### src/rtl/acc_mem_arbiter.sv
// acc_mem_arbiter
// Shares the single accelerator data-memory port between the FFT, FIR and IIR
// engines. One engine at a time owns the port. Ownership is revoked when the
// engine releases the port, or when its burst reaches MAX_BURST beats.
//
// Build option: define ARB_FIXED_PRIO_EN for fixed priority FFT > FIR > IIR.
// Without it the arbiter is round-robin, starting from FFT after reset.
//
// Handshake (applies to every engine):
//   - The engine raises <eng>_req and holds it at a level until it is granted or
//     until it withdraws the request.
//   - <eng>_grant is registered and one-hot. While it is high, the engine may
//     drive memory beats, and it flags each beat on mem_beat.
//   - The engine releases the port with a one-cycle <eng>_done pulse, or by
//     dropping <eng>_req. The grant falls on the next rising edge.
//   - A burst that reaches MAX_BURST beats is revoked, and preempt pulses for
//     one cycle.
//   - Between owners the port rests for two cycles (TURN, then IDLE), with
//     mem_sel = 00.
// dbg_state exposes the FSM: 0 = IDLE, 1 = BUSY, 2 = TURN.
module acc_mem_arbiter #(
  parameter int MAX_BURST = 64,
  parameter int CNT_W     = 7
) (
  input  logic             clk,
  input  logic             reset,
  input  logic             fft_req,
  input  logic             fir_req,
  input  logic             iir_req,
  input  logic             fft_done,
  input  logic             fir_done,
  input  logic             iir_done,
  input  logic             mem_beat,
  output logic             fft_grant,
  output logic             fir_grant,
  output logic             iir_grant,
  output logic [1:0]       mem_sel,
  output logic             preempt,
  output logic [CNT_W-1:0] beat_cnt,
  output logic [1:0]       dbg_state
);

  typedef enum logic [1:0] {
    ST_IDLE = 2'd0,
    ST_BUSY = 2'd1,
    ST_TURN = 2'd2
  } state_e;

  localparam logic [CNT_W-1:0] MAX_C = CNT_W'(MAX_BURST);

  // Engine index: 0 = FFT, 1 = FIR, 2 = IIR. mem_sel code = index + 1.
  logic [2:0]       req_vec;
  logic [2:0]       done_vec;

  state_e           state_q,   state_d;
  logic [2:0]       grant_q,   grant_d;
  logic [1:0]       mem_sel_q, mem_sel_d;
  logic             preempt_q, preempt_d;
  logic [CNT_W-1:0] beat_q,    beat_d;

  logic [1:0]       win_idx;
  logic [CNT_W-1:0] beat_nxt;
  logic             own_done;
  logic             own_req;
  logic             release_ev;
  logic             at_max;

  assign req_vec  = {iir_req, fir_req, fft_req};
  assign done_vec = {iir_done, fir_done, fft_done};

`ifndef ARB_FIXED_PRIO_EN
  // Round-robin pointer: the engine searched first in the next arbitration.
  logic [1:0] rr_q, rr_d;
  logic [1:0] cand0, cand1, cand2;

  function automatic logic [1:0] rr_next(input logic [1:0] idx);
    return (idx == 2'd2) ? 2'd0 : idx + 2'd1;
  endfunction
`endif

  // Winner selection. The lowest-ranked candidate is written first, so the
  // highest-ranked requester overrides it.
  always_comb begin
    win_idx = 2'd0;
`ifdef ARB_FIXED_PRIO_EN
    if (req_vec[2]) win_idx = 2'd2;
    if (req_vec[1]) win_idx = 2'd1;
    if (req_vec[0]) win_idx = 2'd0;
`else
    cand0 = rr_q;
    cand1 = rr_next(cand0);
    cand2 = rr_next(cand1);
    if (req_vec[cand2]) win_idx = cand2;
    if (req_vec[cand1]) win_idx = cand1;
    if (req_vec[cand0]) win_idx = cand0;
`endif
  end

  // Burst bookkeeping for the current owner. Only the owner's done and req
  // are looked at; the other engines are masked out by the grant.
  always_comb begin
    beat_nxt   = beat_q;
    if (mem_beat && (beat_q != MAX_C)) beat_nxt = beat_q + 1'b1;
    own_done   = |(done_vec & grant_q);
    own_req    = |(req_vec & grant_q);
    release_ev = own_done || !own_req;
    at_max     = (beat_nxt == MAX_C);
  end

  // Next-state and registered-output logic for the IDLE/BUSY/TURN sequence.
  always_comb begin
    state_d   = state_q;
    grant_d   = grant_q;
    mem_sel_d = mem_sel_q;
    preempt_d = 1'b0;
    beat_d    = beat_q;
`ifndef ARB_FIXED_PRIO_EN
    rr_d      = rr_q;
`endif
    case (state_q)
      ST_IDLE: begin
        if (|req_vec) begin
          state_d   = ST_BUSY;
          grant_d   = 3'b001 << win_idx;
          mem_sel_d = win_idx + 2'd1;
          beat_d    = '0;
`ifndef ARB_FIXED_PRIO_EN
          rr_d      = rr_next(win_idx);
`endif
        end
      end
      ST_BUSY: begin
        // A beat in the releasing cycle is still counted.
        beat_d = beat_nxt;
        if (release_ev || at_max) begin
          state_d   = ST_TURN;
          grant_d   = '0;
          mem_sel_d = 2'd0;
          // A release that coincides with the ceiling is a normal release.
          preempt_d = !release_ev;
        end
      end
      ST_TURN: begin
        state_d   = ST_IDLE;
        grant_d   = '0;
        mem_sel_d = 2'd0;
      end
      default: begin
        state_d   = ST_IDLE;
        grant_d   = '0;
        mem_sel_d = 2'd0;
      end
    endcase
  end

  // State and output registers, cleared asynchronously by reset.
  always_ff @(posedge clk or negedge reset) begin
    if (!reset) begin
      state_q   <= ST_IDLE;
      grant_q   <= '0;
      mem_sel_q <= 2'd0;
      preempt_q <= 1'b0;
      beat_q    <= '0;
`ifndef ARB_FIXED_PRIO_EN
      rr_q      <= 2'd0;
`endif
    end else begin
      state_q   <= state_d;
      grant_q   <= grant_d;
      mem_sel_q <= mem_sel_d;
      preempt_q <= preempt_d;
      beat_q    <= beat_d;
`ifndef ARB_FIXED_PRIO_EN
      rr_q      <= rr_d;
`endif
    end
  end

  assign fft_grant = grant_q[0];
  assign fir_grant = grant_q[1];
  assign iir_grant = grant_q[2];
  assign mem_sel   = mem_sel_q;
  assign preempt   = preempt_q;
  assign beat_cnt  = beat_q;
  assign dbg_state = state_q;

endmodule

### config.mk
export PLATFORM = sky130hd
export DESIGN_NAME = acc_mem_arbiter
export DESIGN_NICKNAME = d
export VERILOG_FILES = /design/src/rtl/acc_mem_arbiter.sv
export SDC_FILE = /design/constraint.sdc
export NUM_CORES = 1
export LEC_CHECK = 0
export ABC_AREA = 1
export ABC_CLOCK_PERIOD_IN_PS = 2000
export CAP_MARGIN = 20
export CORE_MARGIN = 2
export CORE_UTILIZATION = 49
export CTS_CLUSTER_DIAMETER = 150
export DETAILED_ROUTE_END_ITERATION = 7
export HOLD_SLACK_MARGIN = 0.1
export PLACE_DENSITY = 0.78
export SYNTH_ARGS = -nofsm -noshare
export SYNTH_HDL_FRONTEND = slang
export SYNTH_SLANG_ARGS = --single-unit
### constraint.sdc
create_clock -name clk -period 2 [get_ports clk]
set_clock_uncertainty 0.2 [all_clocks]
set_input_delay 0.4 -clock clk [delete_from_list [all_inputs] [get_ports clk]]
set_output_delay 0.4 -clock clk [all_outputs]
set_load 0.01 [all_outputs]
Word-level counts from Yosys, hierarchy flattened
Index checks and enable logic that the tools add are counted.

Register bits after elaboration: 17. Input port bits: 9. Output and inout bits: 15. Logic and storage cells: 63.

Add/sub/neg operators: 4. Order comparisons: 3. Eq/ne operators: 8. Shifts and indexed selects: 1. Mux-type cells: 26. Bitwise operators: 2. Reductions and logical operators: 13.

Operators with widths (number): 2-bit 2-to-1 mux (10); 7-bit 2-to-1 mux (2); 7-bit case mux with 2 select lines (1); 2-bit by 3-bit < comparator with 1-bit output, second input constant (3); 3-bit OR reduction (3); 2-bit case mux with 2 select lines (2); 7-bit by 1-bit adder with 7-bit output, second input constant (1); 7-bit equality test, second input constant (1); 7-bit != test, second input constant (1); 2-bit by 1-bit adder with 2-bit output, second input constant (3); 3-bit bitwise AND (2); 1-bit binary-select mux with 2-bit select (3); 2-bit equality test, second input constant (3); 3-bit 2-to-1 mux (2); 3-bit case mux with 2 select lines (1); 2-bit AND reduction (3); 1-bit 2-to-1 mux (5); 2-bit != test, second input constant (2); 1-bit by 2-bit left shift with 3-bit output, first input constant (1); 2-bit by 1-bit equality test with 1-bit output, second input constant (1); 1-bit logical NOT (2); 2-bit logical NOT (1); 1-bit logical OR (2); 2-bit nonzero test (1); 1-bit logical AND (1).

Logic depth before layout (Yosys ltp)
Depth in word-level cells: 12. Gate-level depth with buffers: 15. Mapped depth without buffers: 15.

Worst setup path after synthesis
No wires, ideal clock.

Path type: flip-flop to flip-flop. Start: register beat_q[0] (netlist: beat_cnt[0]). End: register grant_q[2]. Library setup time: 117 ps. Arrival: 1565 ps. Data required time: 1683 ps. Setup slack: 119 ps. Stages on the path, launching flop included: 15. Buffers on the path: 0. Clock period less this slack: 1881 ps. Cells stage by stage: dfrtp_1 > inv_2 > ha_1 > nand2_1 > inv_1 > nand3_2 > nand2_4 > nand2_1 > o21ai_1 > nor2_2 > nand3_2 > nand2_2 > nand2_4 > nand2_1 > nand2_1.

Cells in the longest elaborated chain, start to end: 7. Elaborated cells on any way between the ends: 8. Classes of those cells: add/sub: 1; eq/ne: 3; mux: 1; reduce/logical: 3.

RTL lines: start, declared (RTL line 59) `logic [CNT_W-1:0] beat_q, beat_d;`; start signal, assigned (RTL line 172) `beat_q <= beat_d;`; branches (longest 2 deep; another with 7-bit by 1-bit adder with 7-bit output); 7-bit 2-to-1 mux * (RTL line 103) `if (mem_beat && (beat_q != MAX_C)) beat_nxt = beat_q + 1'b1;`; 7-bit equality test * (RTL line 107) `at_max = (beat_nxt == MAX_C);`; 1-bit logical OR * (RTL line 135) `if (release_ev || at_max) begin`; 2-bit != test (no line) *; 2-bit AND reduction (no line) *; end signal, assigned (RTL line 169) `grant_q <= grant_d;`; end, declared (RTL line 56) `logic [2:0] grant_q, grant_d;`.

Every way passes the cells marked *. A chain may end at the register's enable or synchronous reset.

Worst setup path in the final report
Start: register beat_q[1] (netlist: beat_cnt[1]). End: register grant_q[2].

The elaborated chain is that of the path after synthesis.

==> results.cfg <==
[pwr]
combPwrFrac = 0.557
leakagePower_nw = 0.788
p_seq_frac = 0.326
switching_power_mw = 0.699
switching_share = 0.424
max-vdd-ir-drop_mv = 0.999
power.density_nw_per_um2 = 1040
power.internal_mw = 0.951
clkPwrFrac = 0.117
fin_total_pwr_mw = 1.65

[clocking]
clkTransAtPathRegs_ns = 0.10
cts_root_buffer = clkbuf_4
cts_hold_buf = 0
h-tree-depth = 1
clk_latency_ns = 0.30
cts.sinks = 17
cts.path.max_buffers = 2
cts_tree = done
cts_buffers = 3

[timing]
hold_slack_ns = 0.214
period_needed_ns = 2.06
period_share = 1.03
rsz0062_at_grt = yes
fmax_mhz = 485
drv_slew = 0
finalSetupTns_ns = -0.283
setup_viol = 6
tightest_slew_ns = 0.329
relSlewSlack = 0.779
hold_viol = 0
setup_ws_ns = -0.0615

[drt]
dr_wl_met3_um = 168
routed_wl_mm = 3.04
highest_layer = met4
drt_iter0_drc = 31
routed_via_density = 5.14
wl_met1_mm = 1.33
drt-wirelength-per-cell_um = 13.9
first_pass_iters = 4
final_antenna_net_count = 0
vias = 1121
dr_wl_met2_mm = 1.49
route.detailed.drc = 0

[floorplan]
core_um2 = 2000
dieArea_um2 = 2570
row_count = 16
io_pins = 24
floorplan.die.height_um = 50.7
die_width_um = 50.7
start_util = 0.534

[setup_path]
path_cells = inv_2, ha_4, nand2_2, inv_2, nand3_4, buf_4, nand3_1, nand2_2, nand2_2, nor2_2, nand3_2, nand2_2, nand2_4, nand2_2, nand2_1
cp-start-kind = register
crit_top_cell = nand2_2
path_max_fanout = 6
reg2reg_slack_ns = -0.06
endpoint_kind = register
crit_slowest_cell = dfrtp_1
max_stage_delay_ns = 0.42
critPathTopFamily = simple AND/OR/NAND/NOR gates
worstPathArrival_ns = 2.06
path_buf_inv = 3
crit_type = reg2reg
worst_ep_required_time_ns = 2.00

[synthesis]
synth_top_family_by_area = simple AND/OR/NAND/NOR gates
syn_avg_cell_area_um2 = 7.48
ys_seq_area_frac = 0.398
yosys.area_share.xor_xnor = 0.0246
syn-cell-area_um2 = 1070
synth-seq-cells = 17
synthSimpleGateAreaFrac = 0.364
muxShareOfSynthArea = 0
syn_inst = 143
synth_cell_types = 21
yosysWarnings = 0
synthAdderAreaFrac = 0.0819
synth_compound_area_frac = 0.0585
synth_nets = 159

[layout]
antenna_cells = 0
final_nets = 208
instances_no_fill = 218
area_delta_synth_final_pct = 48.0
final_cell_mix = nand2_1, clkdlybuf4s50_1, buf_4
layout-drive-gt1-share = 0.298
final_common_cell = nand2_1

[outcome]
violations = negative setup slack
status = finished with violations

[global_routing]
grt_max_degree = 18
grt_usage = 0.223
overflow = 0
grt_pass1_wl_mm = 4.33
grt_pass1_vias = 1005
antenna_found_initial = 0

[placed_design]
place_hpwl_mm = 2.03
placedCellCount = 208
gp_congestion = 0.843
io_buffers = 23

[hold_path]
hold_path_class = in2async

[run]
maxCapViolations = 0
==> layout make-up <==
| type | count | area [µm²] |
|---|---|---|
| clock buffers | 4 | 26.3 |
| inverters | 21 | 81.3 |
| repair buffers | 44 | 390 |
| multi-input cells | 105 | 624 |
| well taps | 27 | 33.8 |
| flip-flops and latches | 17 | 427 |
| fillers | 139 | 419 |
==> power groups by stage <==
stage	Combinational, mW	Sequential (mW)	Clock [mW]
finish	0.919	0.538	0.194
global route	1.01	0.552	0.201
CTS	0.821	0.528	0.190
detailed placement	0.815	0.535	0
global placement	0.784	0.530	0
floorplan	0.376	0.559	0
==> flip-flops by register name (all words and copies together) (netlist names) <==
| signal | count |
|---|---|
| beat_cnt | 7 |
| cand0 | 2 |
| dbg_state | 2 |
| grant_q | 3 |
| mem_sel | 2 |
| preempt | 1 |
==> final timing paths <==
check / from / to / depth (start not counted)
max: beat_cnt[1]$_DFFE_PN0P_ / grant_q[2]$_DFFE_PN0P_ / 15
min: reset / beat_cnt[3]$_DFFE_PN0P_ / 2
max reg2reg: beat_cnt[1]$_DFFE_PN0P_ / grant_q[2]$_DFFE_PN0P_ / 15
min reg2reg: mem_sel[0]$_DFFE_PN0P_ / mem_sel[0]$_DFFE_PN0P_ / 2
max in group asynchronous: reset / beat_cnt[2]$_DFFE_PN0P_ / 2
min in group clk: mem_sel[0]$_DFFE_PN0P_ / mem_sel[0]$_DFFE_PN0P_ / 2
==> Yosys cell counts <==
cell type  number  area (µm²)
nand3_2         2        20.0
o2111ai_1       1        8.76
o21ai_0         2        10.0
nor2_1          9        33.8
xor2_1          2        17.5
o21ai_1         4        20.0
nand2_4         2        22.5
nand2_2         6        37.5
nor3_1          1        5.00
xnor2_1         1        8.76
inv_1          16        60.1
nand4_1         4        25.0
inv_2           5        18.8
o22ai_1         3        18.8
ha_1            7        87.6
nand3b_1        1        7.51
nand3_1         5        25.0
dfrtp_1        17         425
nand2_1        50         188
nor2_2          4        25.0
a21oi_1         1        5.00
==> per-stage QoR <==
stage	worst slack [ns]	area (µm²)	util
final	-0.0615	1580	0.791
after detailed placement	-0.0937	1450	0.723
after CTS	0.000592	1470	0.736
after floorplan	0.119	1070	-
after global placement	-0.0524	1450	0.723
after global routing	-0.112	1580	0.791
==> routing by layer <==
metal  vias up  track usage
met1       527        0.281
li1        545            -
met5         -            0
met4         0       0.0541
met3         6       0.0357
met2        43        0.397
==> what timing repair did <==
item	in CTS	in global routing
gates resized for setup	0	20
buffers inserted	0	6
endpoints found under the setup margin	0	10
==> kinds of logic (layout without fill, tap and decap cells) <==
logic type / Yosys count / in the layout
fa+ha+maj: 7 / 7
simple gates: 84 / 84
compound gates: 11 / 11
buf+inv: 21 / 69
flops: 17 / 17
xor+xnor: 3 / 3
(Power assumes the default switching activity.)
